--- config.mk ---
export PLATFORM = sky130hd
export DESIGN_NAME = exec_dispatch
export DESIGN_NICKNAME = d
export VERILOG_FILES = /design/src/rtl/exec_dispatch.sv
export SDC_FILE = /design/constraint.sdc
export NUM_CORES = 1
export LEC_CHECK = 0
export ABC_AREA = 1
export BUFFER_PORTS_ARGS = -buffer_cell sky130_fd_sc_hd__clkbuf_2
export CAP_MARGIN = 15
export CELL_PAD_IN_SITES_DETAIL_PLACEMENT = 0
export CELL_PAD_IN_SITES_GLOBAL_PLACEMENT = 1
export CORE_MARGIN = 2
export CORE_UTILIZATION = 43
export CTS_BUF_LIST = sky130_fd_sc_hd__clkbuf_8
export CTS_CLUSTER_SIZE = 40
export DETAILED_ROUTE_END_ITERATION = 10
export PLACE_DENSITY_LB_ADDON = 0.1
export SLEW_MARGIN = 20
export SYNTH_ARGS = -nofsm -noshare
export SYNTH_HDL_FRONTEND = slang
export SYNTH_SLANG_ARGS = --single-unit
--- constraint.sdc ---
create_clock -name clk -period 4.5 [get_ports clk]
set_input_delay 0.45 -clock clk [delete_from_list [all_inputs] [get_ports clk]]
set_output_delay 0.45 -clock clk [all_outputs]
set_load 0.05 [all_outputs]
--- src/rtl/exec_dispatch.sv ---
// rtl/exec_dispatch.sv - issue instructions to functional units and arbitrate their results onto one write-back port
module exec_dispatch #(
   parameter int NUM_UNITS = 4,
   parameter int W_WORD    = 32,
   parameter int W_PREG    = 6
) (
   input  logic                        clk,
   input  logic                        rstn,
   input  logic                        order,
   input  logic [NUM_UNITS-1:0]        unit_sel,
   input  logic [W_PREG-1:0]           pa_rd,
   input  logic                        flush,
   output logic                        accepted,
   output logic [NUM_UNITS-1:0]        u_order,
   input  logic [NUM_UNITS-1:0]        u_accepted,
   input  logic [NUM_UNITS-1:0]        u_done,
   input  logic [NUM_UNITS*W_WORD-1:0] u_rd,
   output logic                        wb_valid,
   output logic [W_PREG-1:0]           wb_pa,
   output logic [W_WORD-1:0]           wb_data,
   output logic                        busy_out,
   output logic                        err
);

   localparam int W_RR = (NUM_UNITS > 1) ? $clog2(NUM_UNITS) : 1;

   localparam logic [1:0] ST_IDLE  = 2'd0;
   localparam logic [1:0] ST_BUSY  = 2'd1;
   localparam logic [1:0] ST_HOLD  = 2'd2;
   localparam logic [1:0] ST_DRAIN = 2'd3;

   logic [1:0]           state_q [NUM_UNITS];
   logic [1:0]           state_d [NUM_UNITS];
   logic [W_PREG-1:0]    tag_q   [NUM_UNITS];
   logic [W_PREG-1:0]    tag_d   [NUM_UNITS];
   logic [W_WORD-1:0]    buf_q   [NUM_UNITS];
   logic [W_WORD-1:0]    buf_d   [NUM_UNITS];
   logic [W_RR-1:0]      rr_q, rr_d;
   logic                 wb_valid_q, wb_valid_d;
   logic [W_PREG-1:0]    wb_pa_q, wb_pa_d;
   logic [W_WORD-1:0]    wb_data_q, wb_data_d;
   logic                 err_q, err_d;

   logic [NUM_UNITS-1:0] sel;
   logic [NUM_UNITS-1:0] take;
   logic [NUM_UNITS-1:0] grant;
   logic                 gnt_any;
   int                   gnt_idx;

   // State register for all units, arbiter pointer and write-back port
   always_ff @(posedge clk) begin
      if (!rstn) begin
         for (int i = 0; i < NUM_UNITS; i++) begin
            state_q[i] <= ST_IDLE;
            tag_q[i]   <= '0;
            buf_q[i]   <= '0;
         end
         rr_q       <= '0;
         wb_valid_q <= 1'b0;
         wb_pa_q    <= '0;
         wb_data_q  <= '0;
         err_q      <= 1'b0;
      end else begin
         for (int i = 0; i < NUM_UNITS; i++) begin
            state_q[i] <= state_d[i];
            tag_q[i]   <= tag_d[i];
            buf_q[i]   <= buf_d[i];
         end
         rr_q       <= rr_d;
         wb_valid_q <= wb_valid_d;
         wb_pa_q    <= wb_pa_d;
         wb_data_q  <= wb_data_d;
         err_q      <= err_d;
      end
   end

   // Output decode: lowest-set-bit select, issue strobes, accept and busy
   always_comb begin
      logic found;
      found = 1'b0;
      sel   = '0;
      for (int i = 0; i < NUM_UNITS; i++) begin
         if (unit_sel[i] && !found) begin
            sel[i] = 1'b1;
            found  = 1'b1;
         end
      end
      busy_out = 1'b0;
      for (int i = 0; i < NUM_UNITS; i++) begin
         u_order[i] = order & ~flush & sel[i] & (state_q[i] == ST_IDLE);
         busy_out   = busy_out | (state_q[i] != ST_IDLE);
      end
      take     = u_order & u_accepted;
      accepted = |take;
   end

   // Round-robin grant among HOLD units, searching upward from rr; flush suppresses grants
   always_comb begin
      grant   = '0;
      gnt_any = 1'b0;
      gnt_idx = 0;
      for (int j = 0; j < NUM_UNITS; j++) begin
         for (int i = 0; i < NUM_UNITS; i++) begin
            if (!gnt_any && !flush && (state_q[i] == ST_HOLD) &&
                (((int'(rr_q) + j) % NUM_UNITS) == i)) begin
               gnt_any  = 1'b1;
               gnt_idx  = i;
               grant[i] = 1'b1;
            end
         end
      end
   end

   // Per-unit next state; u_done on a unit that is not expecting it latches err
   always_comb begin
      err_d = err_q;
      for (int i = 0; i < NUM_UNITS; i++) begin
         state_d[i] = state_q[i];
         tag_d[i]   = tag_q[i];
         buf_d[i]   = buf_q[i];
         if (u_done[i] && ((state_q[i] == ST_HOLD) ||
                           ((state_q[i] == ST_IDLE) && !take[i]))) begin
            err_d = 1'b1;
         end
         if (flush) begin
            case (state_q[i])
               ST_BUSY: state_d[i] = u_done[i] ? ST_IDLE : ST_DRAIN;
               ST_HOLD: state_d[i] = ST_IDLE;
               default: ;
            endcase
         end else begin
            case (state_q[i])
               ST_IDLE: begin
                  if (take[i]) begin
                     tag_d[i] = pa_rd;
                     if (u_done[i]) begin
                        state_d[i] = ST_HOLD;
                        buf_d[i]   = u_rd[i*W_WORD +: W_WORD];
                     end else begin
                        state_d[i] = ST_BUSY;
                     end
                  end
               end
               ST_BUSY: begin
                  if (u_done[i]) begin
                     state_d[i] = ST_HOLD;
                     buf_d[i]   = u_rd[i*W_WORD +: W_WORD];
                  end
               end
               ST_HOLD: begin
                  if (grant[i]) state_d[i] = ST_IDLE;
               end
               ST_DRAIN: begin
                  if (u_done[i]) state_d[i] = ST_IDLE;
               end
               default: ;
            endcase
         end
      end
   end

   // Write-back port and pointer update; address/data hold when nothing is granted
   always_comb begin
      wb_valid_d = gnt_any;
      wb_pa_d    = wb_pa_q;
      wb_data_d  = wb_data_q;
      rr_d       = rr_q;
      for (int i = 0; i < NUM_UNITS; i++) begin
         if (grant[i]) begin
            wb_pa_d   = tag_q[i];
            wb_data_d = buf_q[i];
         end
      end
      if (gnt_any) rr_d = W_RR'((gnt_idx + 1) % NUM_UNITS);
   end

   assign wb_valid = wb_valid_q;
   assign wb_pa    = wb_pa_q;
   assign wb_data  = wb_data_q;
   assign err      = err_q;

endmodule

==> run metrics <==
Seq cells post-synth=202; die height=roughly 150 µm; placed insts=1751; fmax=276.0 MHz; fill count=2196; initial core utilization=0.4369; sw frac=0.3915; top cells by area, synth=dfxtp_1 (44%), nor2_1 (13%), nand2_1 (11%), o21ai_0 (10%), a21oi_1 (4.8%); most numerous cell in the Yosys netlist=nor2_1; FP Rows=53; Startpoint Class=flop; Avg Synthesized Cell Area=roughly 6.8 µm²; Slew headroom=0.3353; fraction of the yosys area taken by sequential cells=0.4417; actual slew at the worst max-slew pin=approximately 1 ns; pin count of the biggest net entering global routing=129; CTS max path bufs=3; clock root buffer=clkbuf_8; Area growth, synth to finish=19.49%; CP Class=reg2reg; prevailing post-synth register cell=dfxtp_1; initial antenna violation count=0; vias in the first global route=between 8000 and 9000; Pint=0.003552 W; nets@finish=1669; Synth async-reset ratio=0; worst skew pair latency=~0.53 ns; DR pass1 iterations=5; CTS sink cnt=202; hold_buf cts=0; Slowest cell on crit path=buf_4; GRT overflow=0; first-pass GRT wire length=46290 µm; Worst Skew=0.01345 ns; DIE AREA=roughly 22000 µm²; P_sw=between 0.002 and 0.0025 W; Clock Power Share=0.313; Worst Setup End Kind=flop; cell area after synthesis=9156 µm²; worst path required time=about 5.0 ns; unrepaired setup endpoints after global routing=no; syn_nets=1507; post_cts resized=0; DRT Wirelength=29280 µm; IO buf count=195; share of total power in combinational logic=0.325; Detail Route Antenna Nets=0; PnR Total Power=0.005836 W; slowest stage delay, CP=0.44 ns; outcome=finished, final reports clean; TritonCTS buffer count=36; Final setup viols=0; dpl ws=about 0.86 ns; Residual DRC=0; worst path arrival time=~4.1 ns; postcts setup bufs=0; ANT cells=0; Slew Limit Fails=0; Top Family by Delay on Critical Path=simple AND/OR/NAND/NOR gates; CP Max Fanout=40; CORE AREA=roughly 21000 µm²; total track usage=0.2606; CP Cell Sequence=inv_1, ha_1, inv_1, nor2_4, nand2_1, inv_2, nor2_1, nand3_1, nor2_2, nor2_4, nand3_2, nor2_2, nor2_2, nand3_2, nand2_1, buf_4, nand2_1, nand2_1, nand2_1, nand2_1, nand2_1, a21oi_1; total power per unit cell area=533.5 nW/µm²; period utilisation layout=0.8051; Sequential Power Share=0.362; Synth area leader=dfxtp_1; clk slew on worst S/H paths=0.06 ns; Top-Level Pins=196; initial DRC count=624; critical path's most frequent cell=nand2_1; layout cells sized above 1=0.1914; Setup TNS=0 ns; Vias=9247; top post-synthesis cells by count=nor2_1 (324), nand2_1 (279), dfxtp_1 (202); hold crit path type=in2reg; Avg WL per Cell=approximately 16 µm; vias per cell=5.092; Post-synth EDFFs=0; post-synth top area share=0.4417; post-synth cell types=34; Buf/Inv on CP=4; Max-Cap Viols=0; Leak=5.094 nW; worst vdd ir=about 0.00034 V; final hold violation count=0; Clock H-tree levels=2; FF-to-FF setup slack=0.88 ns; width of the chip=between 100 and 150 µm; Tmin final=between 3 and 4 ns; DP HPWL=20120 µm; Final GP Congestion=just over 0.9; Worst Setup Slack, final=0.8770 ns; CTS tree=done; Yosys warnings=0; non-filler cells, final=1816; Syn Inst Count=1352
[cell usage in the layout, fill, tap and decap left out, drive strengths merged, types with 2 or more instances in the layout]
cell	count
o21ai	205
nand4	8
dfxtp	202
nor3	14
nor2	336
nand3	62
a21oi	88
inv	64
o2111ai	2
clkbuf	245
ha	5
nand2	281
buf	16
o211ai	2
clkinv	4
[worst paths after layout]
path | depth (start not counted) | end | from
setup reg to reg | 22 | wb_data[3]$_SDFFE_PN0P_ | state_q[0][4]$_SDFFE_PN0P_
hold / removal | 3 | buf_q[0][13]$_SDFFE_PN0P_ | u_rd[13]
hold reg to reg | 2 | tag_q[3][3]$_SDFFE_PN0P_ | tag_q[3][3]$_SDFFE_PN0P_
setup / recovery | 22 | wb_data[3]$_SDFFE_PN0P_ | state_q[0][4]$_SDFFE_PN0P_
[metrics by stage]
step / util / area, µm² / hold slack, ns
6_report: 0.5221 / 10940 / 0.1500
5_1_grt: 0.5221 / 10940 / 0.1396
4_1_cts: 0.5221 / 10940 / 0.1231
3_5_place_dp: 0.4845 / 10150 / 0.4560
3_3_place_gp: 0.4845 / 10150 / 0.4498
2_1_floorplan: - / 9156 / 0.4411
[flip-flops by register name (all words and copies together) (netlist names)]
name	flops
rr_q	2
tag_q	24
wb_valid	1
state_q	8
err	1
wb_pa	6
buf_q	128
wb_data	32
[power groups by stage]
stage	registers, W	logic [W]	clock network, W
global route	0.00213	0.00211	0.00194
CTS	0.00211	0.00189	0.00186
global placement	0.00215	0.00189	0
detailed placement	0.00215	0.00188	0
finish	0.00211	0.00190	0.00183
floorplan	0.00235	0.00122	0
[kinds of logic after synthesis]
kind of cell / Yosys count / synth area share
buffers and inverters: 141 / 0.07242
AND/OR/NAND/NOR: 703 / 0.3116
AO/OA/AOI/OAI: 301 / 0.1675
flip-flops: 202 / 0.4417
adder cells (fa/ha/maj): 5 / 0.006832
[layer usage]
metal | GRT usage | vias to the layer above | share of wire
li1 | - | 4707 | -
met1 | 0.3867 | 4185 | 0.49
met2 | 0.3886 | 319 | 0.43
met3 | 0.04146 | 36 | 0.064
met4 | 0.07453 | 0 | 0.020
met5 | 0 | - | 0
[cell type report]
| class | count | area, µm² | share of cell area |
|---|---|---|---|
| flip-flops and latches | 202 | 4044 | 0.3696 |
| inverters | 55 | 206.4 | 0.01887 |
| clock inverters | 14 | 86.33 | 0.007891 |
| repair buffers | 210 | 1104 | 0.1009 |
| multi-input cells | 1009 | 4454 | 0.4071 |
| clock buffers | 51 | 701.9 | 0.06416 |
| well taps | 275 | 344.1 | 0.03145 |
[worst register-to-register path, stage by stage (launching register included)]
cell     delay, ns
dfxtp_1       0.38
inv_1         0.10
ha_1          0.23
inv_1         0.15
nor2_4        0.09
nand2_1       0.15
inv_2         0.04
nor2_1        0.17
nand3_1       0.11
nor2_2        0.20
nor2_4        0.09
nand3_2       0.11
nor2_2        0.07
nor2_2        0.12
nand3_2       0.34
nand2_1       0.16
buf_4         0.44
nand2_1       0.11
nand2_1       0.10
nand2_1       0.08
nand2_1       0.13
nand2_1       0.08
a21oi_1       0.15
(Power assumes the default switching activity.)
